==> config.mk <==
export PLATFORM = sky130hd
export DESIGN_NAME = sm4_axis128_rx_buf
export DESIGN_NICKNAME = d
export VERILOG_FILES = /design/src/rtl/sm4_axis_pkg.sv /design/src/rtl/sm4_sync_fifo.sv /design/src/rtl/sm4_axis128_rx_buf.sv
export SDC_FILE = /design/constraint.sdc
export NUM_CORES = 2
export LEC_CHECK = 0
export ABC_CLOCK_PERIOD_IN_PS = 21800
export BUFFER_PORTS_ARGS = -buffer_cell sky130_fd_sc_hd__buf_4
export CORE_MARGIN = 5
export CORE_UTILIZATION = 55
export CTS_CLUSTER_DIAMETER = 80
export CTS_CLUSTER_SIZE = 30
export DETAILED_ROUTE_END_ITERATION = 12
export PLACE_DENSITY_LB_ADDON = 0.08
export SYNTH_ARGS = -nofsm -noshare
export SYNTH_HDL_FRONTEND = slang
export SYNTH_HIERARCHICAL = 1
export SYNTH_SLANG_ARGS = --single-unit
==> constraint.sdc <==
create_clock -name clk -period 21.8 [get_ports clk]
set_input_delay 2.18 -clock clk [delete_from_list [all_inputs] [get_ports clk]]
set_output_delay 2.18 -clock clk [all_outputs]
set_load 0.005 [all_outputs]
==> src/rtl/sm4_axis_pkg.sv <==
// Shared AXI-Stream constants and payload type for the SM4 datapath.
//   AXIS_DW     : data width of one stream word (128)
//   PKT_CNT_W   : width of the delivered-packet counter (16)
//   axis_word_t : one stored stream word (tlast + tdata)
package sm4_axis_pkg;

    localparam int unsigned AXIS_DW   = 128;
    localparam int unsigned PKT_CNT_W = 16;

    // tlast is kept in the MSB so a stored word is {last, data}
    typedef struct packed {
        logic               last;
        logic [AXIS_DW-1:0] data;
    } axis_word_t;

    localparam int unsigned AXIS_WORD_W = $bits(axis_word_t);

endpackage

==> src/rtl/sm4_sync_fifo.sv <==
// Synchronous first-word-fall-through FIFO with a registered head word.
// Ports:
//   clk, rst           : clock, synchronous active-high reset
//   wr_en, wr_data     : write request and word (ignored when full without a read)
//   rd_en              : consumer ready; a read happens on rd_valid & rd_en
//   rd_valid, rd_data  : registered head-of-queue word and its valid flag
//   count              : registered occupancy, 0..DEPTH
module sm4_sync_fifo #(
    parameter int unsigned DEPTH = 16,
    parameter int unsigned WIDTH = 129
) (
    input  logic                       clk,
    input  logic                       rst,
    input  logic                       wr_en,
    input  logic [WIDTH-1:0]           wr_data,
    input  logic                       rd_en,
    output logic                       rd_valid,
    output logic [WIDTH-1:0]           rd_data,
    output logic [$clog2(DEPTH):0]     count
);

    localparam int unsigned PW = $clog2(DEPTH);
    localparam int unsigned CW = PW + 1;

    logic [WIDTH-1:0] mem [DEPTH];
    logic [PW-1:0]    wr_ptr;
    logic [PW-1:0]    rd_ptr;

    logic             full;
    logic             do_rd;
    logic             do_wr;
    logic [CW-1:0]    count_nxt;
    logic [WIDTH-1:0] head_nxt;

    // Transfer qualification and the word that will sit at the head after this edge
    always_comb begin
        full      = (count == CW'(DEPTH));
        do_rd     = rd_valid & rd_en;
        do_wr     = wr_en & (~full | do_rd);
        count_nxt = count + CW'(do_wr) - CW'(do_rd);
        head_nxt  = rd_data;
        if (do_rd) begin
            // With a single stored word the next head can only be the incoming one;
            // otherwise the next slot was written on an earlier edge.
            if (count == CW'(1)) begin
                head_nxt = wr_data;
            end else begin
                head_nxt = mem[rd_ptr + PW'(1)];
            end
        end else if ((count == '0) && do_wr) begin
            head_nxt = wr_data;
        end
    end

    // Storage array; contents are never reset
    always_ff @(posedge clk) begin
        if (do_wr && !rst) begin
            mem[wr_ptr] <= wr_data;
        end
    end

    // Pointers, occupancy and the registered head word
    always_ff @(posedge clk) begin
        if (rst) begin
            wr_ptr   <= '0;
            rd_ptr   <= '0;
            count    <= '0;
            rd_valid <= 1'b0;
            rd_data  <= '0;
        end else begin
            if (do_wr) begin
                wr_ptr <= wr_ptr + PW'(1);
            end
            if (do_rd) begin
                rd_ptr <= rd_ptr + PW'(1);
            end
            count    <= count_nxt;
            rd_valid <= (count_nxt != '0);
            rd_data  <= head_nxt;
        end
    end

endmodule

==> src/rtl/sm4_axis128_rx_buf.sv <==
// Receive-side elastic buffer between the SM4 core output stream (no
// back-pressure) and a downstream AXI-Stream consumer.
// Ports:
//   clk, rst                    : clock, synchronous active-high reset
//   s_axis_tdata/tvalid/tlast   : words from the SM4 core (no tready)
//   m_axis_tdata/tvalid/tlast   : buffered stream to downstream
//   m_axis_tready               : downstream ready
//   almost_full                 : registered level >= AF_LEVEL, throttle hint
//   overflow                    : sticky, set when an incoming word was dropped
//   level                       : current occupancy
//   pkt_cnt                     : packets (tlast transfers) delivered, wraps
module sm4_axis128_rx_buf
    import sm4_axis_pkg::*;
#(
    parameter int unsigned DEPTH    = 16,
    parameter int unsigned AF_LEVEL = 12
) (
    input  logic                       clk,
    input  logic                       rst,
    input  logic [AXIS_DW-1:0]         s_axis_tdata,
    input  logic                       s_axis_tvalid,
    input  logic                       s_axis_tlast,
    output logic [AXIS_DW-1:0]         m_axis_tdata,
    output logic                       m_axis_tvalid,
    output logic                       m_axis_tlast,
    input  logic                       m_axis_tready,
    output logic                       almost_full,
    output logic                       overflow,
    output logic [$clog2(DEPTH):0]     level,
    output logic [PKT_CNT_W-1:0]       pkt_cnt
);

    localparam int unsigned LW = $clog2(DEPTH) + 1;

    axis_word_t    wr_word;
    axis_word_t    rd_word;
    logic          rd_fire;
    logic          full;
    logic          drop;
    logic          wr_fire;
    logic [LW-1:0] level_nxt;

    assign wr_word = '{last: s_axis_tlast, data: s_axis_tdata};

    sm4_sync_fifo #(
        .DEPTH (DEPTH),
        .WIDTH (AXIS_WORD_W)
    ) u_fifo (
        .clk      (clk),
        .rst      (rst),
        .wr_en    (s_axis_tvalid),
        .wr_data  (wr_word),
        .rd_en    (m_axis_tready),
        .rd_valid (m_axis_tvalid),
        .rd_data  (rd_word),
        .count    (level)
    );

    assign m_axis_tdata = rd_word.data;
    assign m_axis_tlast = rd_word.last;

    // Mirror of the FIFO's accept decision, used for the status flags
    always_comb begin
        rd_fire   = m_axis_tvalid & m_axis_tready;
        full      = (level == LW'(DEPTH));
        drop      = s_axis_tvalid & full & ~rd_fire;
        wr_fire   = s_axis_tvalid & ~drop;
        level_nxt = level + LW'(wr_fire) - LW'(rd_fire);
    end

    // Status registers; a word arriving during reset is discarded silently
    always_ff @(posedge clk) begin
        if (rst) begin
            almost_full <= 1'b0;
            overflow    <= 1'b0;
            pkt_cnt     <= '0;
        end else begin
            almost_full <= (level_nxt >= LW'(AF_LEVEL));
            if (drop) begin
                overflow <= 1'b1;
            end
            if (rd_fire && m_axis_tlast) begin
                pkt_cnt <= pkt_cnt + PKT_CNT_W'(1);
            end
        end
    end

endmodule

==> qor.yml <==
yosys:
  synth_edf_count: 2064
  syn_avg_cell_area_um2: 19.7
  syn-num-nets: 4463
  synth_area_um2: 85100
  synth_cells: 4312
  yosys.area.top_type: "edfxtp_1"
  yosys.area.top_type_share_pct: 72.9
  muxShareOfSynthArea_pct: 14.3
  synth_xor_area_share_pct: 0.287
  async_reset_ff_share_pct: 0
  yosys_warnings: 6
  ys.flop_type: "edfxtp_1"
  synth-compound-area-share_pct: 2.19
  synth_area_leaders: "edfxtp_1 (73%), mux4_2 (14%), dfxtp_1 (3.8%)"
  yosys.area_share.simple_pct: 4.67
  ys_ff_latch: 2225
  synth_fa_ha_area_share_pct: 0.282
  synth_cell_type_count: 50
  synth_top_family_by_area: "multiplexers"
  ys_seq_area_share_pct: 76.6
clocking:
  cts_setup_buffers: 0
  post_cts_resized: 0
  h-tree-depth: 3
  cts_tree: "yes"
  cts_inserted_buffers: 106
  cts-hold-fix-buffers: 0
  clk_path_buf_depth: 3
  cts_num_sinks: 2225
  root_buffer: "clkbuf_16"
  clk_pin_slew_ps: 100
  clk_latency_ps: 760
worst_setup_path:
  cp_max_fo: 49
  slowest_stage: "buf_4"
  crit_required_ps: 22370
  critPathCaptureType: "flip-flop"
  worst_path_most_repeated_cell: "buf_4"
  crit_chain: "buf_4, buf_4, buf_4, buf_4, buf_4, buf_4, mux4_2, nand2_1, nand3_1, nand2_1, o22ai_1"
  reg2reg_setup_slack_ps: 14600
  criticalPathCategory: "flip-flop to flip-flop"
  crit_arrival_ps: 7770
  startpoint_type: "flip-flop"
  critical-path-max-stage-delay_ps: 890
placed_design:
  dp_slack_ps: 14250
  io_buffers: 285
  placed_area_um2: 89400
  dp_hpwl_um: 101000
  gp_congestion: 0.766
  place_inst: 6458
timing:
  finalSetupTns_ps: 0
  hold_viol: 0
  clock_skew_ps: 36.7
  setup_violations: 0
  fin_crit_sh_pct: 33.0
  finalWorstSetupSlack_ps: 14600
  holdWs_ps: 463
  clock.fmax_mhz: 139
  period_minus_slack_ps: 7200
  timing.max_slew.rel_slack_pct: 10.8
  tightest_slew_ps: 1330
  slew_violations: 0
  rsz0062_at_grt: "no"
global_routing:
  grt_overflow: 0
  grt_pass1_vias: 42852
  grtUsageTotal_pct: 24.6
  grt_first_pass_wirelength_um: 296000
  grt_max_degree: 147
  antenna_found_initial: 5
layout:
  utilization_pct: 60.5
  mostFrequentLayoutCell: "edfxtp_1"
  drive_gt1_share_pct: 23.8
  layout_common_cells: "edfxtp_1 (2064), nand2_1 (536), mux4_2 (513)"
  final_cell_area_um2: 93200
  n_fill_cell: 11057
  stdcell_count: 6662
  layout.nets: 4673
  syn_to_final_growth_pct: 9.52
floorplan:
  num_rows: 144
  initial_core_util_pct: 55.3
  die_y_um: 403
  core_um2: 154000
  die_area_um2: 163000
  ioPinCount: 286
  chipWidth_um: 403
drt:
  routedWlPerCell_um: 30.1
  remaining_drc_errors: 0
  via_per_inst: 6.37
  drtAntennaViolNets: 0
  num_vias: 42458
  wl_um: 201000
  drt_iter0_drc: 4282
  drtPass1Iterations: 5
pwr:
  ir_worst_vdd_mv: 0.0766
  powerDensity_nw_per_um2: 97.8
  total_power_mw: 9.12
  power.leakage_nw: 29.1
hold_path:
  hp-class: "flip-flop to flip-flop"
job:
  drv_cap: 0
run_status:
  status: "finished, final reports clean"
-- path summary, 6_finish.rpt --
check	start	end	cells after the start
max reg2reg	u_fifo/rd_ptr[0]	u_fifo/rd_data[31]	11
min	u_fifo/rd_data[57]	u_fifo/rd_data[57]	2
min reg2reg	u_fifo/rd_data[57]	u_fifo/rd_data[57]	2
max	u_fifo/rd_ptr[0]	u_fifo/rd_data[31]	11
-- critical path, delay by kind of cell, from the launching register on --
kind                   cells  cell delay (ps)
buffers and inverters      6             4930
DFF                        1              840
muxes                      1              600
and+or+nand+nor            3              390
AOI/OAI and AO/OA          1               90
-- cell usage after synthesis (all sizes together), types with 4 or more instances --
library cell,count
a2111oi,22
a21oi,15
a22oi,96
a31oi,5
buf,163
clkbuf,96
dfxtp,161
edfxtp,2064
ha,16
inv,18
mux2i,58
mux4,513
nand2,536
nand2b,4
nand3,200
nand4,12
nor2,67
nor2b,5
nor3,76
nor4,7
o2111ai,5
o21ai,13
o22ai,96
or3,6
or4,6
xnor2,17
xor2,10
-- cell families (layout without fill, tap and decap cells) --
group / after synthesis / count (layout)
adders and majority gates: 18 / 18
muxes: 573 / 573
AOI/OAI and AO/OA: 267 / 267
other: 0 / 3
DFF: 2225 / 2225
buffers and inverters: 277 / 580
xor gates and xnor gates: 27 / 27
and+or+nand+nor: 925 / 925
-- per-layer routing --
metal	part of all wire (%)	track usage [%]
met1	43	37.0
met2	48	39.2
met3	7.8	4.42
met4	1.5	4.33
met5	0.017	0
-- layout make-up --
cell class,count,area [um2],area share [%]
flip-flops and latches,2225,65200,70.0
multi-input cells,1810,18700,20.1
repair buffers,361,2870,3.08
clock buffers,124,2780,2.99
well taps,2044,2560,2.75
clock inverters,77,996,1.07
inverters,18,67.6,0.0725
diodes,3,7.51,0.00806
-- registers in the layout (all words and copies together) (netlist names) --
name	flops
u_fifo/rd_ptr	4
almost_full	1
u_fifo/rd_valid	1
pkt_cnt	16
u_fifo/mem	2064
u_fifo/count	5
overflow	1
u_fifo/rd_data	129
u_fifo/wr_ptr	4
-- report_power, final --
group	switching, mW	leakage (nW)	internal [mW]
sequential	0.0997	19.9	4.80
combinational	0.937	7.39	0.802
clock	1.44	1.81	1.03
total	2.48	29.1	6.64
(Power assumes the default switching activity.)
